==> src/rtl/pattern_log_pkg.sv <==
// Shared defaults, the FIFO entry layout and a saturating-increment helper
// for the pattern-detect event logger.
package pattern_log_pkg;

    localparam int unsigned DEF_DATA_W = 21;
    localparam int unsigned DEF_TS_W   = 16;
    localparam int unsigned DEF_DEPTH  = 8;
    localparam int unsigned DEF_CNT_W  = 16;

    typedef struct packed {
        logic [DEF_TS_W-1:0]   ts;
        logic [DEF_DATA_W-1:0] data;
    } log_entry_t;

    // Increments val by one unless it already holds the all-ones value of a width-bit counter.
    function automatic logic [31:0] sat_inc(input logic [31:0] val, input int unsigned width);
        logic [31:0] max_v;
        max_v = 32'hFFFF_FFFF >> (32'd32 - width);
        if (val == max_v) begin
            sat_inc = val;
        end else begin
            sat_inc = val + 32'd1;
        end
    endfunction

endpackage

==> src/rtl/pattern_log_fifo.sv <==
// Synchronous show-ahead FIFO. The head is held in a register so that it keeps
// its last value once the FIFO runs empty.
module pattern_log_fifo #(
    parameter int unsigned W     = 37,
    parameter int unsigned DEPTH = 8
) (
    input  logic                       clk,
    input  logic                       rst_n,
    input  logic                       clr_i,
    input  logic                       push_i,
    input  logic                       pop_i,
    input  logic [W-1:0]               wdata_i,
    output logic [W-1:0]               rdata_o,
    output logic                       valid_o,
    output logic                       full_o,
    output logic                       empty_o,
    output logic [$clog2(DEPTH):0]     level_o
);

    localparam int unsigned AW = $clog2(DEPTH);
    localparam int unsigned LW = AW + 1;

    logic [W-1:0]  mem_q [DEPTH];
    logic [AW-1:0] wr_ptr_q, wr_ptr_d;
    logic [AW-1:0] rd_ptr_q, rd_ptr_d;
    logic [LW-1:0] level_q, level_d;
    logic [W-1:0]  head_q, head_d;
    logic          valid_q, valid_d;
    logic          full_s, empty_s, do_push_s, do_pop_s;

    assign full_s  = (level_q == LW'(DEPTH));
    assign empty_s = (level_q == {LW{1'b0}});

    // Next pointers, level and head; the head is taken from the write data when
    // the entry being pushed becomes the new head in the same cycle.
    always_comb begin
        do_pop_s  = pop_i & ~empty_s;
        do_push_s = push_i & (~full_s | do_pop_s);
        wr_ptr_d  = wr_ptr_q;
        rd_ptr_d  = rd_ptr_q;
        level_d   = level_q;
        head_d    = head_q;
        if (clr_i) begin
            wr_ptr_d = {AW{1'b0}};
            rd_ptr_d = {AW{1'b0}};
            level_d  = {LW{1'b0}};
        end else begin
            wr_ptr_d = wr_ptr_q + AW'(do_push_s);
            rd_ptr_d = rd_ptr_q + AW'(do_pop_s);
            level_d  = level_q + LW'(do_push_s) - LW'(do_pop_s);
            if (level_d == {LW{1'b0}}) begin
                head_d = head_q;
            end else if ((level_q == {LW{1'b0}}) || ((level_q == LW'(1'b1)) && do_pop_s)) begin
                head_d = wdata_i;
            end else begin
                head_d = mem_q[rd_ptr_d];
            end
        end
        valid_d = (level_d != {LW{1'b0}});
    end

    // Control state and registered head.
    always_ff @(posedge clk or negedge rst_n) begin
        if (!rst_n) begin
            wr_ptr_q <= {AW{1'b0}};
            rd_ptr_q <= {AW{1'b0}};
            level_q  <= {LW{1'b0}};
            head_q   <= {W{1'b0}};
            valid_q  <= 1'b0;
        end else begin
            wr_ptr_q <= wr_ptr_d;
            rd_ptr_q <= rd_ptr_d;
            level_q  <= level_d;
            head_q   <= head_d;
            valid_q  <= valid_d;
        end
    end

    // Entry storage.
    always_ff @(posedge clk or negedge rst_n) begin
        if (!rst_n) begin
            for (int i = 0; i < int'(DEPTH); i++) begin
                mem_q[i] <= {W{1'b0}};
            end
        end else if (do_push_s && !clr_i) begin
            mem_q[wr_ptr_q] <= wdata_i;
        end else begin
            mem_q[wr_ptr_q] <= mem_q[wr_ptr_q];
        end
    end

    assign rdata_o = head_q;
    assign valid_o = valid_q;
    assign full_o  = full_s;
    assign empty_o = empty_s;
    assign level_o = level_q;

endmodule

==> src/rtl/pattern_event_logger.sv <==
// Timestamps rising edges of the pattern-detect flag, queues {ts, C} for a
// valid/ready consumer and keeps saturating debug statistics.
module pattern_event_logger
    import pattern_log_pkg::*;
#(
    parameter int unsigned DATA_W = DEF_DATA_W,
    parameter int unsigned TS_W   = DEF_TS_W,
    parameter int unsigned DEPTH  = DEF_DEPTH,
    parameter int unsigned CNT_W  = DEF_CNT_W
) (
    input  logic                     clk,
    input  logic                     rst_n,
    input  logic [DATA_W-1:0]        C,
    input  logic                     pattern_detection,
    input  logic                     clear,
    output logic                     evt_valid,
    input  logic                     evt_ready,
    output logic [DATA_W-1:0]        evt_data,
    output logic [TS_W-1:0]          evt_ts,
    output logic [$clog2(DEPTH):0]   fifo_level,
    output logic [CNT_W-1:0]         event_cnt,
    output logic [CNT_W-1:0]         max_run,
    output logic [CNT_W-1:0]         drop_cnt
);

    localparam int unsigned EW = TS_W + DATA_W;

    logic [TS_W-1:0]  ts_q, ts_d;
    logic             pd_q;
    logic [CNT_W-1:0] run_q, run_d;
    logic [CNT_W-1:0] max_q, max_d;
    logic [CNT_W-1:0] evt_cnt_q, evt_cnt_d;
    logic [CNT_W-1:0] drop_q, drop_d;
    logic             event_s, push_s, pop_s, drop_s;
    logic             fifo_full_s, fifo_empty_s;
    logic [EW-1:0]    head_s;

    assign event_s = pattern_detection & ~pd_q;
    assign pop_s   = evt_ready & ~fifo_empty_s & ~clear;
    assign push_s  = event_s & ~clear;
    // A full FIFO still accepts an event when the head leaves in the same cycle.
    assign drop_s  = push_s & fifo_full_s & ~pop_s;

    // Timestamp and statistics next state; clear wins over events but not over the timestamp.
    always_comb begin
        ts_d      = ts_q + TS_W'(1'b1);
        run_d     = run_q;
        max_d     = max_q;
        evt_cnt_d = evt_cnt_q;
        drop_d    = drop_q;
        if (clear) begin
            run_d     = {CNT_W{1'b0}};
            max_d     = {CNT_W{1'b0}};
            evt_cnt_d = {CNT_W{1'b0}};
            drop_d    = {CNT_W{1'b0}};
        end else begin
            if (pattern_detection) begin
                run_d = CNT_W'(sat_inc(32'(run_q), CNT_W));
            end else begin
                run_d = {CNT_W{1'b0}};
            end
            if (run_d > max_q) begin
                max_d = run_d;
            end else begin
                max_d = max_q;
            end
            if (event_s) begin
                evt_cnt_d = CNT_W'(sat_inc(32'(evt_cnt_q), CNT_W));
            end else begin
                evt_cnt_d = evt_cnt_q;
            end
            if (drop_s) begin
                drop_d = CNT_W'(sat_inc(32'(drop_q), CNT_W));
            end else begin
                drop_d = drop_q;
            end
        end
    end

    // Timestamp, edge-detect and statistics registers.
    always_ff @(posedge clk or negedge rst_n) begin
        if (!rst_n) begin
            ts_q      <= {TS_W{1'b0}};
            pd_q      <= 1'b0;
            run_q     <= {CNT_W{1'b0}};
            max_q     <= {CNT_W{1'b0}};
            evt_cnt_q <= {CNT_W{1'b0}};
            drop_q    <= {CNT_W{1'b0}};
        end else begin
            ts_q      <= ts_d;
            pd_q      <= pattern_detection;
            run_q     <= run_d;
            max_q     <= max_d;
            evt_cnt_q <= evt_cnt_d;
            drop_q    <= drop_d;
        end
    end

    pattern_log_fifo #(
        .W     (EW),
        .DEPTH (DEPTH)
    ) u_fifo (
        .clk     (clk),
        .rst_n   (rst_n),
        .clr_i   (clear),
        .push_i  (push_s),
        .pop_i   (pop_s),
        .wdata_i ({ts_q, C}),
        .rdata_o (head_s),
        .valid_o (evt_valid),
        .full_o  (fifo_full_s),
        .empty_o (fifo_empty_s),
        .level_o (fifo_level)
    );

    assign evt_ts    = head_s[EW-1:DATA_W];
    assign evt_data  = head_s[DATA_W-1:0];
    assign event_cnt = evt_cnt_q;
    assign max_run   = max_q;
    assign drop_cnt  = drop_q;

endmodule
==> config.mk <==
export PLATFORM = sky130hd
export DESIGN_NAME = pattern_event_logger
export DESIGN_NICKNAME = d
export VERILOG_FILES = /design/src/rtl/pattern_log_pkg.sv /design/src/rtl/pattern_log_fifo.sv /design/src/rtl/pattern_event_logger.sv
export SDC_FILE = /design/constraint.sdc
export NUM_CORES = 1
export LEC_CHECK = 0
export CAP_MARGIN = 40
export CORE_MARGIN = 2
export CORE_UTILIZATION = 55
export DETAILED_ROUTE_END_ITERATION = 10
export GPL_ROUTABILITY_DRIVEN = 1
export PLACE_DENSITY = 0.74
export SYNTH_ARGS = -nofsm -noshare
export SYNTH_HDL_FRONTEND = slang
export SYNTH_SLANG_ARGS = --single-unit
==> constraint.sdc <==
create_clock -name clk -period 5.35 [get_ports clk]
set_input_delay 0.8025 -clock clk [delete_from_list [all_inputs] [get_ports clk]]
set_output_delay 0.8025 -clock clk [all_outputs]
set_load 0.02 [all_outputs]
# Yosys cells after proc, flatten, opt, wreduce, memory -nomap -nowiden
# Index checks and enable logic that the tools add are counted.
[totals] input_bits=26 elab_cells=96 output_inout_bits=90 regBits=425
[op_classes] n_addsub=8 n_bitwise=17 mux=27 n_reduce_logical=14 n_lt_le_gt_ge=4 n_eq_ne=7
[op_table] operator="296-bit bitwise mux" n=2
[op_table] operator="296-bit 2-to-1 mux" n=1
[op_table] operator="37-bit binary-select mux with 3-bit select" n=2
[op_table] operator="37-bit 2-to-1 mux" n=6
[op_table] operator="16-bit 2-to-1 mux" n=12
[op_table] operator="37-bit demux with 3-bit select" n=1
[op_table] operator="16-bit by 1-bit adder with 16-bit output (second input constant)" n=4
[op_table] operator="16-bit == test (second input constant)" n=3
[op_table] operator="16-bit > comparator" n=1
[op_table] operator="1-bit AND" n=8
[op_table] operator="4-bit >= comparator (second input constant)" n=2
[op_table] operator="4-bit zero test" n=2
[op_table] operator="3-bit inverter with 4-bit output" n=2
[op_table] operator="3-bit by 1-bit adder with 3-bit output" n=2
[op_table] operator="3-bit 2-to-1 mux" n=2
[op_table] operator="1-bit inverter" n=6
[op_table] operator="2-bit AND reduction" n=3
[op_table] operator="2-bit nonzero test" n=3
[op_table] operator="4-bit by 1-bit adder with 4-bit output" n=1
[op_table] operator="4-bit by 1-bit == test with 1-bit output (second input constant)" n=1
[op_table] operator="4-bit == test (second input constant)" n=1
[op_table] operator="4-bit by 1-bit < comparator with 1-bit output (second input constant)" n=1
[op_table] operator="4-bit 2-to-1 mux" n=1
[op_table] operator="2-bit inequality test (second input constant)" n=2
[op_table] operator="6 further kinds" n=8

# Longest topological paths before layout
[logic_depth] ltp_word=12 ltp_mapped=16 mapped_depth_nobuf=13

# Cells and area by module
# A second synthesis with hierarchy kept.
[hier_totals] cells_unflattened=2185 area_unflattened_um2=22251.3
[modules_own_cells] module="pattern_log_fifo" area_per_inst_um2=17598.1 cells_per_inst=1719 seq_area_each_um2=8608.3 instances=1
[modules_own_cells] module="pattern_event_logger" area_per_inst_um2=4653.2 cells_per_inst=466 seq_area_each_um2=2026.9 instances=1

# Worst setup path before layout
# OpenSTA, ideal clock, no wires.
[synth_timing] kind="input to register" start="input clear" end="register u_fifo.head_q[24], in the netlist u_fifo.rdata_o[24]" cell_stages=15 t_arrival_ps=3907 setup_slack_ps=1325 n_path_buf=5 setup_ps=118 t_required_ps=5232 cell_sequence="clkbuf_1 -> nor2b_1 -> o211ai_1 -> clkbuf_1 -> clkbuf_1 -> inv_1 -> ha_1 -> fa_1 -> o21bai_1 -> o21ai_0 -> a211oi_1 -> clkbuf_1 -> buf_1 -> a211oi_1 -> a21o_1"
[synth_via] elab_chain_cells=10 elab_cells_between_ends=19 cone_classes="add/sub (3); mux (4); bitwise (8); reduce/logical (4)"
[synth_rtl] item="start: declaration" line="pattern_event_logger.sv:15" rtl="input logic clear,"
[synth_rtl] item="1-bit inverter (no line) *"
[synth_rtl] item="1-bit AND" line="pattern_event_logger.sv:39" rtl="assign pop_s = evt_ready & ~fifo_empty_s & ~clear;"
[synth_rtl] item="1-bit AND" line="pattern_log_fifo.sv:37" rtl="do_pop_s = pop_i & ~empty_s;"
[synth_rtl] item="1-bit OR" line="pattern_log_fifo.sv:38" rtl="do_push_s = push_i & (~full_s | do_pop_s);"
[synth_rtl] item="1-bit AND" line="pattern_log_fifo.sv:38"
[synth_rtl] item="4-bit by 1-bit adder with 4-bit output" line="pattern_log_fifo.sv:50" rtl="level_d = level_q + LW'(do_push_s) - LW'(do_pop_s);"
[synth_rtl] item="4-bit by 1-bit subtractor with 4-bit output" line="pattern_log_fifo.sv:50"
[synth_rtl] item="4-bit zero test" line="pattern_log_fifo.sv:51" rtl="if (level_d == {LW{1'b0}}) begin"
[synth_rtl] item="1-bit inverter (no line)"
[synth_rtl] item="2-bit AND reduction (no line)"
[synth_rtl] item="end signal: assignment" line="pattern_log_fifo.sv:68" rtl="head_q <= {W{1'b0}};"
[synth_rtl] item="end: declaration" line="pattern_log_fifo.sv:27" rtl="logic [W-1:0] head_q, head_d;"
# Every way passes the cells marked *; elsewhere a longest branch is shown, timed or not. The select of a mux whose other input is x is not followed.
# A chain may end at the register's enable or synchronous reset.

# Final worst setup path
[layout_timing] start="register run_q[0]" end="register max_q[5], in the netlist max_run[5]"
[layout_via] elab_chain_cells=6 elab_cells_between_ends=9 cone_classes="add/sub (1); order compare (1); eq/ne (1); mux (5); reduce/logical (1)"
[layout_rtl] item="start: declaration" line="pattern_event_logger.sv:30" rtl="logic [CNT_W-1:0] run_q, run_d;"
[layout_rtl] item="start signal: assignment" line="pattern_event_logger.sv:85" rtl="run_q <= {CNT_W{1'b0}};"
[layout_rtl] item="start signal: assignment" line="pattern_event_logger.sv:92" rtl="run_q <= run_d;"
[layout_rtl] item="16-bit by 1-bit adder with 16-bit output / 16-bit == test (equally long branches)" line="pattern_log_pkg.sv:22, pattern_log_pkg.sv:19"
[layout_rtl] item="16-bit 2-to-1 mux *" line="pattern_log_pkg.sv:19" rtl="if (val == max_v) begin"
[layout_rtl] item="16-bit 2-to-1 mux *" line="pattern_event_logger.sv:57" rtl="if (pattern_detection) begin"
[layout_rtl] item="16-bit 2-to-1 mux *" line="pattern_event_logger.sv:51" rtl="if (clear) begin"
[layout_rtl] item="16-bit > comparator / 16-bit 2-to-1 mux (equally long branches)" line="pattern_event_logger.sv:62" rtl="if (run_d > max_q) begin"
[layout_rtl] item="2-bit nonzero test (no line) / 16-bit 2-to-1 mux (equally long branches)"
[layout_rtl] item="end signal: assignment" line="pattern_event_logger.sv:86" rtl="max_q <= {CNT_W{1'b0}};"
[layout_rtl] item="end signal: assignment" line="pattern_event_logger.sv:93" rtl="max_q <= max_d;"
[layout_rtl] item="end: declaration" line="pattern_event_logger.sv:31" rtl="logic [CNT_W-1:0] max_q, max_d;"
# Marked as above.

==> results_tabular.tex <==
\begin{tabular}{lr}
\hline
Metric & Value \\
\hline
\multicolumn{2}{l}{\textbf{Clocking}} \\
Total setup buffers inserted after CTS & 0 \\
Sink count of the clock tree & 425 \\
Clock tree root driver cell & sky130\_fd\_sc\_hd\_\_clkbuf\_16 \\
Resized Gates After CTS & 0 \\
CTS tree & done \\
Num CTS Buffers & 46 \\
Worst-Skew Late Latency & 590 ps \\
Longest Clk Path Bufs & 3 \\
Clock H-tree levels & 2 \\
Post-CTS Hold Fix Bufs & 0 \\
Worst-path clk slew & 60 ps \\
\multicolumn{2}{l}{\textbf{Synthesis}} \\
Proportion of register bits with asynchronous set or reset after synthesis & 1.00 \\
Yosys warnings & 0 \\
Biggest area consumer among synthesized cells & sky130\_fd\_sc\_hd\_\_dfrtp\_1 \\
Syn Nets & 2113 \\
Cell variety after synth & just over 60 \\
Commonest register cell after synthesis & sky130\_fd\_sc\_hd\_\_dfrtp\_1 \\
Area share of the leading cell type in the synthesized netlist & 0.502 \\
Flip-flop and latch count after synthesis & 425 \\
Leading post-synthesis cells by cell area & sky130\_fd\_sc\_hd\_\_dfrtp\_1, sky130\_fd\_sc\_hd\_\_mux4\_2, sky130\_fd\_sc\_hd\_\_o21ai\_0 \\
Sequential share of the synthesized area & 0.502 \\
Synthesized instance count & slightly above 2000 \\
Mean cell area of the mapped netlist & 10.3 um\^{}2 \\
EDFF count, synth & 0 \\
Post-Synthesis Cell Area & 21200 um\^{}2 \\
\multicolumn{2}{l}{\textbf{Critical path}} \\
Slowest stage delay, CP & 690 ps \\
CP Capture Point & max\_run[5] \\
Worst endpoint required time & 5810 ps \\
Max FO, Critical Path & 9 \\
Worst path cell trace & ha\_1 -> and3\_1 -> nand4\_1 -> nor2\_1 -> nor3\_1 -> nor2\_1 -> ha\_1 -> nand4\_1 -> nor2\_1 -> a221o\_1 -> o31ai\_2 -> buf\_4 -> mux2\_2 \\
Critical path launch point type & flop \\
Path type of the worst setup path & flop to flop \\
Most repeated library cell on the critical path & sky130\_fd\_sc\_hd\_\_nor2\_1 \\
Slack of the worst reg-to-reg path & 1040 ps \\
Cell with the biggest individual delay on the critical path & sky130\_fd\_sc\_hd\_\_o31ai\_2 \\
Origin of the critical flop-to-flop path & run\_q[0] \\
Arrival time at the worst endpoint & 4770 ps \\
Critical path origin & run\_q[0] \\
Number of cells on the worst reg-to-reg path & 13 \\
Critical path capture point type & flop \\
Destination of the worst register-to-register timing path & max\_run[5] \\
\multicolumn{2}{l}{\textbf{Detailed routing}} \\
Mean routed wirelength per cell & 21.9 um \\
Total vias in the final route & 17100 \\
Post-detailed-route via-to-cell ratio & around 6.5 \\
Initial DRT Pass Iterations & 6 \\
Antenna viol nets, final & 0 \\
\# DRC & 0 \\
First-iteration detailed-routing DRC count & approximately 1500 \\
Final wirelength & 57.9 mm \\
\multicolumn{2}{l}{\textbf{Flow run}} \\
Maximum capacitance violations & 0 \\
\multicolumn{2}{l}{\textbf{Global route}} \\
Aggregate global routing overflow & 0 \\
Initial antenna violation count & 0 \\
Total Routing Usage GR & 0.291 \\
Number of global-route vias before repair & 16900 \\
Global-route wire length before repair & 93.2 mm \\
Largest net degree at the start of global routing & 126 \\
\multicolumn{2}{l}{\textbf{Cells and area}} \\
Final cell utilization of the core & 0.650 \\
Commonest non-fill, non-tap cell in the layout & sky130\_fd\_sc\_hd\_\_dfrtp\_1 \\
Commonest cells after routing, fill and taps aside & sky130\_fd\_sc\_hd\_\_dfrtp\_1, sky130\_fd\_sc\_hd\_\_nand2\_1, sky130\_fd\_sc\_hd\_\_o21ai\_0 \\
Antenna cell count & 0 \\
Non-Filler Cell Area, Final & 24600 um\^{}2 \\
Synth-to-layout area growth & 16.0\% \\
Number of nets in the layout & 2158 \\
Fraction of final layout cells with drive strength greater than 1 & 0.103 \\
\multicolumn{2}{l}{\textbf{Run status}} \\
Status & complete, no violations \\
\multicolumn{2}{l}{\textbf{Pwr}} \\
Internal power of the cells & 0.00774 W \\
Power dissipated by switching net loads & 0.00381 W \\
Clk network pwr share & 0.303 \\
Part of the total power dissipated in sequential elements & 0.378 \\
Total power after layout & 0.0116 W \\
Logic pwr share & 0.320 \\
Total leakage power & between 10 and 15 nW \\
Maximum resistive drop on vdd & 0.000425 V \\
Switching share of power & 0.330 \\
Pwr dens & 471 nW/um\^{}2 \\
\multicolumn{2}{l}{\textbf{Floorplan}} \\
Die X-Extent & between 200 and 250 um \\
Die extent in y & 200 um \\
Die Area & 40100 um\^{}2 \\
Core Box Area & between 30000 and 40000 um\^{}2 \\
Total number of placement rows & 71 \\
Num ports & 116 \\
Starting density of the core & 0.561 \\
\multicolumn{2}{l}{\textbf{Timing}} \\
Number of setup violations in the final report & 0 \\
Peak Freq & around 0.23 GHz \\
Final worst clock skew & 20.1 ps \\
Setup repair after global routing missed its margin & no \\
Period utilisation layout & 0.806 \\
Final Slew Violations & 0 \\
Total Negative Setup Slacks & 0 ps \\
Final count of hold timing violations & 0 \\
Max-Slew Margin vs Limit & 0.378 \\
Minimum clock period & 4310 ps \\
Transition time at the pin with the least slew margin & 934 ps \\
\multicolumn{2}{l}{\textbf{Place}} \\
HPWL reported at the end of detailed placement & approximately 34 mm \\
Routability-driven placement congestion ratio & 0.911 \\
Count of buffers from port buffering & approximately 120 \\
Placement Cell Area & 22900 um\^{}2 \\
\multicolumn{2}{l}{\textbf{Worst hold path}} \\
Type of the most critical hold path & input pin to asynchronous set/reset pin \\
\hline
\end{tabular}
==> stage by stage <==
stage / hold WS (ps) / setup WS, ps / cells
after floorplan: 464 / 1320 / 2056
after global placement: 458 / 1080 / 2558
after detailed placement: 468 / 1020 / 2563
after CTS: 218 / 1120 / 2648
after global routing: 239 / 811 / 2649
final: 195 / 1040 / 2649
==> routing by layer <==
metal  share of wire  global-route usage  wire length [um]  vias up
met4           0.031               0.121              1810        0
met3           0.092              0.0552              5320      152
li1                -                   -                 -     7603
met1            0.41               0.398             23500     8465
met5               0                   0                 0        -
met2            0.47               0.461             27300      870
==> worst min-delay path by stage <==
stage,start,to,slack (ps),depth (start not counted)
floorplan,ts_q[15],ts_q[15],460,1
global placement,u_fifo.rdata_o[28],u_fifo.rdata_o[28],460,1
detailed placement,u_fifo.rdata_o[34],u_fifo.rdata_o[34],470,1
CTS,rst_n,event_cnt[14],220,1
global route,rst_n,drop_cnt[0],240,1
finish,rst_n,drop_cnt[0],190,1
==> cell families after synthesis <==
group           count (synthesis)  share of synthesized area
xor+xnor                       40                     0.0166
compound gates                632                      0.196
fa+ha+maj                      31                     0.0187
simple gates                  598                      0.124
flops                         425                      0.502
buf+inv                       201                     0.0371
mux                           129                      0.105
==> cells in the mapped netlist, types with 42 or more instances <==
cell type and number:
sky130_fd_sc_hd__mux4_2 74, sky130_fd_sc_hd__a211oi_1 42, sky130_fd_sc_hd__nor2_1 128, sky130_fd_sc_hd__inv_1 42, sky130_fd_sc_hd__dfrtp_1 425, sky130_fd_sc_hd__clkbuf_1 133, sky130_fd_sc_hd__a21o_1 43, sky130_fd_sc_hd__nand2_1 334
sky130_fd_sc_hd__a22oi_1 74, sky130_fd_sc_hd__o21ai_0 309, sky130_fd_sc_hd__mux2i_1 44
==> sequential cells by signal (all words and copies together), names as in the netlist <==
| name | flops |
|---|---|
| u_fifo.mem_q | 296 |
| pd_q | 1 |
| u_fifo.level_o | 4 |
| run_q | 16 |
| u_fifo.rdata_o | 37 |
| drop_cnt | 16 |
| max_run | 16 |
| event_cnt | 16 |
| u_fifo.wr_ptr_q | 3 |
| u_fifo.valid_o | 1 |
| u_fifo.rd_ptr_q | 3 |
| ts_q | 16 |
==> cell type report <==
| class | instances | area [um^2] |
|---|---|---|
| Clock buffer | 62 | 1280 |
| Inverter | 42 | 158 |
| Timing Repair Buffer | 156 | 1620 |
| Clock inverter | 23 | 383 |
| Fill cell | 2900 | 13200 |
| Tap cell | 511 | 639 |
| Sequential cell | 425 | 10600 |
| Multi-Input combinational cell | 1430 | 9840 |
==> power groups by stage <==
stage | Combinational [W] | Sequential (W) | Clock, W
floorplan | 0.00244 | 0.00441 | 0
global placement | 0.00357 | 0.00436 | 0
detailed placement | 0.00370 | 0.00439 | 0
CTS | 0.00371 | 0.00435 | 0.00354
global route | 0.00407 | 0.00443 | 0.00368
finish | 0.00370 | 0.00436 | 0.00350
==> critical path: cells and delay by family (launching register included) <==
family | cells | cell delay [ps]
AND/OR/NAND/NOR | 7 | 1570
AO/OA/AOI/OAI | 2 | 1010
adder cells (fa/ha/maj) | 2 | 520
flip-flops | 1 | 430
multiplexers | 1 | 350
buffers and inverters | 1 | 310
Power figures use the tool's default switching activity.
